### src/rtl/dht11_pkg.sv
// ============================================================================
//  Module      : dht11_pkg
//  Description : Shared state encoding and default timing for the DHT11
//                scheduler and reader blocks.
//  Revision    : 1.0 - initial release
// ============================================================================
`default_nettype none

package dht11_pkg;

    localparam int c_clk_freq    = 100_000_000;
    localparam int c_min_gap_cyc = 200_000_000;
    localparam int c_timeout_cyc = 10_000_000;
    localparam int c_max_retry   = 2;

    typedef enum logic [2:0] {
        IDLE     = 3'd0,
        GAP_WAIT = 3'd1,
        START    = 3'd2,
        BUSY     = 3'd3,
        DONE     = 3'd4
    } sched_state_t;

endpackage

`default_nettype wire

### src/rtl/dht11_interval_timer.sv
// ============================================================================
//  Module      : dht11_interval_timer
//  Description : Saturating cycle counter enforcing the minimum spacing
//                between DHT11 reads.
//  Revision    : 1.0 - initial release
// ============================================================================
`default_nettype none

module dht11_interval_timer
    import dht11_pkg::*;
#(
    parameter int MIN_GAP_CYC = c_min_gap_cyc
) (
    input  logic clk,
    input  logic rst,
    input  logic clear,
    output logic done
);

    localparam int              c_cnt_w = $clog2(MIN_GAP_CYC) + 1;
    localparam logic [c_cnt_w-1:0] c_cnt_max = c_cnt_w'(MIN_GAP_CYC);

    logic [c_cnt_w-1:0] r_count;

    always_ff @(posedge clk) begin
        if (rst || clear) begin
            r_count <= '0;
        end else if (r_count != c_cnt_max) begin
            r_count <= r_count + 1'b1;
        end
    end

    assign done = (r_count == c_cnt_max);

endmodule

`default_nettype wire

### src/rtl/dht11_scheduler.sv
// ============================================================================
//  Module      : dht11_scheduler
//  Description : Arbitrates two measurement requesters onto one DHT11 reader,
//                enforcing read spacing, a per-read watchdog and retries.
//  Revision    : 1.0 - initial release
// ============================================================================
`default_nettype none

module dht11_scheduler
    import dht11_pkg::*;
#(
    parameter int CLK_FREQ    = c_clk_freq,
    parameter int MIN_GAP_CYC = c_min_gap_cyc,
    parameter int TIMEOUT_CYC = c_timeout_cyc,
    parameter int MAX_RETRY   = c_max_retry
) (
    input  logic        clk,
    input  logic        rst,
    input  logic [1:0]  req,
    output logic        rsp_valid,
    output logic        rsp_id,
    output logic [15:0] rsp_data,
    output logic        rsp_err,
    output logic        sns_start,
    input  logic        sns_ready,
    input  logic [15:0] sns_data,
    input  logic        sns_err,
    output logic        busy
);

    localparam int c_to_w = $clog2(TIMEOUT_CYC) + 1;
    localparam int c_rt_w = (MAX_RETRY > 0) ? $clog2(MAX_RETRY + 1) : 1;
    localparam logic [c_to_w-1:0] c_to_last = c_to_w'(TIMEOUT_CYC - 1);
    localparam logic [c_rt_w-1:0] c_rt_max  = c_rt_w'(MAX_RETRY);

    // The reader's bit timing needs at least microsecond resolution.
    if (CLK_FREQ < 1_000_000) begin : g_clk_check
        $error("dht11_scheduler: CLK_FREQ below 1 MHz is not supported");
    end

    sched_state_t       r_state;
    sched_state_t       w_next;
    logic [c_to_w-1:0]  r_to_cnt;
    logic [c_rt_w-1:0]  r_retry;
    logic               r_last_grant;
    logic               r_grant_id;
    logic               w_grant_id;
    logic               w_gap_done;
    logic               w_gap_clear;
    logic               w_ready;
    logic               w_timeout;
    logic               w_success;
    logic               w_fail;
    logic               w_retry_ok;

    dht11_interval_timer #(
        .MIN_GAP_CYC (MIN_GAP_CYC)
    ) u_gap_timer (
        .clk   (clk),
        .rst   (rst),
        .clear (w_gap_clear),
        .done  (w_gap_done)
    );

    // On a tie the requester not served last wins.
    assign w_grant_id  = (req == 2'b11) ? ~r_last_grant : req[1];

    assign w_ready     = (r_state == BUSY) && sns_ready;
    assign w_timeout   = (r_state == BUSY) && !sns_ready && (r_to_cnt == c_to_last);
    assign w_success   = w_ready && !sns_err;
    assign w_fail      = (w_ready && sns_err) || w_timeout;
    assign w_retry_ok  = (r_retry < c_rt_max);
    assign w_gap_clear = w_ready || w_timeout;

    always_comb begin
        w_next = r_state;
        unique case (r_state)
            IDLE: begin
                if (|req) begin
                    w_next = w_gap_done ? START : GAP_WAIT;
                end
            end
            GAP_WAIT: begin
                if (w_gap_done) begin
                    w_next = START;
                end
            end
            START: w_next = BUSY;
            BUSY: begin
                if (w_success) begin
                    w_next = DONE;
                end else if (w_fail) begin
                    w_next = w_retry_ok ? GAP_WAIT : DONE;
                end
            end
            DONE:    w_next = IDLE;
            default: w_next = IDLE;
        endcase
    end

    always_ff @(posedge clk) begin
        if (rst) begin
            r_state <= IDLE;
        end else begin
            r_state <= w_next;
        end
    end

    always_ff @(posedge clk) begin
        if (rst) begin
            r_to_cnt     <= '0;
            r_retry      <= '0;
            r_last_grant <= 1'b1;
            r_grant_id   <= 1'b0;
            rsp_id       <= 1'b0;
            rsp_data     <= 16'h0000;
            rsp_err      <= 1'b0;
        end else begin
            r_to_cnt <= (r_state == BUSY) ? r_to_cnt + 1'b1 : '0;

            if ((r_state == IDLE) && (|req)) begin
                r_grant_id   <= w_grant_id;
                r_last_grant <= w_grant_id;
                r_retry      <= '0;
            end else if (w_fail && w_retry_ok) begin
                r_retry <= r_retry + 1'b1;
            end

            // Response fields change only on the edge that enters DONE.
            if (w_success) begin
                rsp_id   <= r_grant_id;
                rsp_data <= sns_data;
                rsp_err  <= 1'b0;
            end else if (w_fail && !w_retry_ok) begin
                rsp_id   <= r_grant_id;
                rsp_data <= 16'h0000;
                rsp_err  <= 1'b1;
            end
        end
    end

    assign rsp_valid = (r_state == DONE);
    assign sns_start = (r_state == START);
    assign busy      = (r_state != IDLE);

endmodule

`default_nettype wire
### config.mk
export PLATFORM = sky130hd
export DESIGN_NAME = dht11_scheduler
export DESIGN_NICKNAME = d
export VERILOG_FILES = /design/src/rtl/dht11_pkg.sv /design/src/rtl/dht11_interval_timer.sv /design/src/rtl/dht11_scheduler.sv
export SDC_FILE = /design/constraint.sdc
export NUM_CORES = 1
export LEC_CHECK = 0
export BUFFER_PORTS_ARGS = -buffer_cell sky130_fd_sc_hd__buf_2
export CORE_MARGIN = 2
export CORE_UTILIZATION = 50
export DETAILED_ROUTE_END_ITERATION = 16
export PLACE_DENSITY = 0.7
export SKIP_LAST_GASP = 1
export SLEW_MARGIN = 20
export SYNTH_ARGS = -nofsm -noshare
export SYNTH_HDL_FRONTEND = slang
export SYNTH_SLANG_ARGS = --single-unit
### constraint.sdc
create_clock -name clk -period 3 [get_ports clk]
set_input_delay 0.45 -clock clk [delete_from_list [all_inputs] [get_ports clk]]
set_output_delay 0.45 -clock clk [all_outputs]
set_load 0.1 [all_outputs]
After elaboration in Yosys (flattened, before gate mapping)
Cells that the tools add are included.
W data, S select, Z words.
Word-level totals
  bits in registers: 79
  bits of input ports: 22
  output and inout bits: 21
Cells by class
  muxes and demuxes: 12
  bitwise gates (word level): 2
  equal/unequal tests: 11
  reductions and logical operators: 22
  $add $sub $neg: 3
  order comparisons: 1
Operators by type and width (number)
  $mux W16: 2
  $add A29 B1 Y29 const B: 1
  $eq A29 B28 Y1 const B: 1
  $ne A29 B28 Y1 const B: 1
  $add A25 B1 Y25 const B: 1
  $eq A25 B24 Y1 const B: 1
  $mux W3: 5
  $pmux W3 S4: 1
  $logic_and A1 B1 Y1: 8
  $reduce_or A2 Y1: 4
  $eq A3 B2 Y1 const B: 2
  $ne A2 B2 Y1 const B: 2
  $eq A3 B1 Y1 const B: 1
  $eq A3 B3 Y1 const B: 1
  $logic_not A1 Y1: 3
  $logic_not A3 Y1: 1
  $logic_or A1 B1 Y1: 3
  $mux W1: 3
  $ne A3 B3 Y1 const B: 1
  $reduce_and A3 Y1: 1
  $reduce_bool A3 Y1: 1
  $add A2 B1 Y2 const B: 1
  $eq A2 B2 Y1 const B: 1
  $lt A2 B2 Y1 const B: 1
  3 further kinds: 4

Depth between registers and ports, before layout
  depth in word-level cells: 7
  depth in mapped cells: 8
  mapped depth without buffers: 6

By module
A second synthesis with hierarchy kept.
Unflattened totals
  cells, all modules: 456
  area, all modules: 3903.7 um^2
Modules (own cells, without submodules)
  dht11_scheduler: instances 1, area an instance 2362.3 um^2, cells each 281
  dht11_interval_timer: instances 1, area an instance 1541.5 um^2, cells each 175

Worst setup path before layout
Ideal clock, no wire load.
  path type: register to output
  from: register r_state[2]
  to: output port rsp_valid
  setup slack: -90 ps
  buffers on the path: 0
  arrival time: 2640 ps
  required time: 2550 ps
  stages on the path, launching flop included: 2
  path through: dfxtp_1 -> nor3b_1
Between the ends
  word-level cells in the longest chain between the ends: 1
RTL lines
  start, declared: line dht11_scheduler.sv:41  | sched_state_t r_state;
  start signal, assigned: line dht11_scheduler.sv:105  | r_state <= w_next;
  $eq A3 B3 Y1: line dht11_scheduler.sv:142  | assign rsp_valid = (r_state == DONE);
  end, declared: line dht11_scheduler.sv:20  | output logic rsp_valid,
No other way between the ends.

Worst setup path after layout
  from: register r_state[1]
  to: output port sns_start
Between the ends
  word-level cells in the longest chain between the ends: 1
RTL lines
  $eq A3 B2 Y1: line dht11_scheduler.sv:143  | assign sns_start = (r_state == START);
  end, declared: line dht11_scheduler.sv:24  | output logic sns_start,
No other way between the ends.

==> impl_metrics.toml <==
[floorplan]
start_util = 0.515
die_h_um = 87.5
rows = 30
core_sq_um = 6760
die_w_um = 87.5
io_pins = 43
die_area_sq_um = 7650

[cells_and_area]
area_delta_synth_final_pct = 13.9
drive_gt1_frac = 0.157
final_area_sq_um = 3970
nets = 453
num_antenna_cells = 0
final_cells = 513

[yosys]
yosys.area.top_type = "dfxtp_1"
synth_area_leaders = "dfxtp_1 45%, nor2_1 7.1%, xnor2_1 6.8%, xor2_1 4.8%, a22o_1 4.0%"
synth_warnings = 0
yosysSeqAreaShare = 0.454
yosysMostFrequentCell = "dfxtp_1"
yosysUniqueCellTypes = 50
syn_nets = 411
synthFlopType = "dfxtp_1"
synth-seq-cells = 79
syn_avg_cell_area_sq_um = 9.02
syn_area_sq_um = 3480
synthCells = 386
synth_edf_count = 0
synth_top_area_frac = 0.454
ys_async_sr_fraction = 0
synth_commonest_cells = "79 x dfxtp_1, 66 x nor2_1, 27 x xnor2_1"

[sta]
timing.hold.ws_ns = 0.306
hold_viol = 0
clock_skew_ns = 0.0109
min_period_ns = 2.26
max_freq_ghz = 0.443
grt_setup_unrepaired = "no"
drv_slew = 0
finalSetupTns_ns = 0
setup_viol = 0
slew_headroom = 0.350
finalCritPeriodShare = 0.752
tightestPinTransition_ns = 0.969

[setup_path]
worstRegToRegCells = 6
crit_path_max_fanout = 9
reg2reg_slack_ns = 0.88
critPathRequiredTime_ns = 2.55
crit_arrival_ns = 1.81
end_kind = "primary output"
startpoint_type = "flip-flop"
critPathKind = "reg2out"
timing.rr.start = "r_to_cnt[19]"
worstReg2RegEnd = "u_gap_timer.r_count[11]"

[power]
p_sw_w = 0.000436
clkPwrFrac = 0.423
ir_worst_vdd_v = 0.000194
power.leakage_nw = 1.46
p_seq_frac = 0.536
power.density_nw_per_um2 = 502
p_total_w = 0.00199
switching_share = 0.219
combPwrFrac = 0.041
p_int_w = 0.00156

[clock_network]
cts_tree = "built"
clock_latency_ns = 0.35
clock_sinks = 79
htree_num_levels = 3
cts.reportedPaths.clkPinSlew_ns = 0.08
numCtsBuffers = 9
cts_resized = 0
post_cts_buffers = 0
clockBufferDepth = 2
hold_buffers = 0
cts_root_buffer = "clkbuf_8"

[drt]
vias = 2797
drtAntennaViolNets = 0
drt-total-wl_um = 6570
wl_per_cell_um = 12.8
drc = 0
drt_first_pass_iters = 4
viasPerCell = 5.45
dr.first_iter.drc_count = 92

[place]
placed_cell_area_sq_um = 3750
gp_congestion = 0.787
io_buffers = 42
place_inst = 497
hpwl_um = 4790

[global_routing]
grt.total_usage = 0.182
grt_overflow_total = 0
grt_pass1_vias = 2531
antenna_found_initial = 0
grt_max_degree = 27
grt_pass1_wl_um = 11100

[run]
maxCapViolations = 0

[hold_path]
whs_endpoint = "rsp_data[12]"
holdPathStages = 2
hp-start = "sns_data[12]"
hp-class = "in2reg"

[outcome]
status = "finished clean"
==> worst max-delay path by stage <==
stage | startpoint | end | slack (ns) | cells past startpoint
global placement | r_to_cnt[19] | u_gap_timer.r_count[7] | 0.84 | 6
floorplan | r_state[1] | rsp_valid | 0.90 | 2
detailed placement | r_to_cnt[19] | u_gap_timer.r_count[11] | 0.82 | 6
finish | r_state[1] | sns_start | 0.74 | 3
CTS | r_state[1] | sns_start | 0.74 | 3
global route | r_to_cnt[16] | u_gap_timer.r_count[3] | 0.62 | 6
==> logic make-up after synthesis <==
logic type,after synthesis,synth area share
buffers and inverters,26,0.0323
adders and majority gates,3,0.0108
xor gates and xnor gates,46,0.116
DFF,79,0.454
and+or+nand+nor,184,0.286
muxes,2,0.00575
AOI/OAI and AO/OA,46,0.0952
==> power groups by stage <==
stage                     sequential [W]  clock (W)  combinational [W]
after floorplan                  0.00109          0          0.0000566
after global placement           0.00109          0          0.0000808
after detailed placement         0.00109          0          0.0000824
after CTS                        0.00107   0.000866          0.0000829
after global routing             0.00107   0.000918          0.0000910
final                            0.00107   0.000843          0.0000821
==> sequential cells by signal (all words and copies together) (netlist names) <==
register and count:
r_grant_id 1, r_last_grant 1, r_retry 2, r_state 3, r_to_cnt 25, rsp_data 16, rsp_err 1, rsp_id 1
u_gap_timer.r_count 29
==> per-stage QoR <==
stage,setup WS (ns),utilization
3_3_place_gp,0.837,0.555
3_5_place_dp,0.816,0.555
2_1_floorplan,0.896,-
4_1_cts,0.736,0.587
5_1_grt,0.617,0.587
6_report,0.743,0.587
==> metal layers <==
metal	up-vias	global-route usage	wire length (um)
met4	0	0.0783	94
met3	9	0.0436	261
met5	-	0	0
met2	48	0.287	2940
met1	1306	0.238	3280
li1	1434	-	-
==> layout make-up <==
class                      instances  area, sq um
multi-input combinational        281         1800
fill                             604         2790
clock buffer                      11          131
inverter                          13         48.8
sequential                        79         1580
timing repair buffer              44          225
clock inverter                     5         82.6
tap                               80          100
==> critical path, cell delays in order, from the launching register on <==
cell and delay (ns):
dfxtp_1 0.49, or3b_2 0.49, inv_1 0.06, buf_2 0.41
==> layout by cell type, fill, tap and decap left out, types with 16 or more instances in the layout <==
cell,synthesis,layout
nand2_1,22,22
a22o_1,16,16
nand3_1,17,17
dfxtp_1,79,79
xor2_1,19,19
buf_2,6,42
nor2_1,66,66
xnor2_1,27,27
Power figures use the tool's default switching activity.
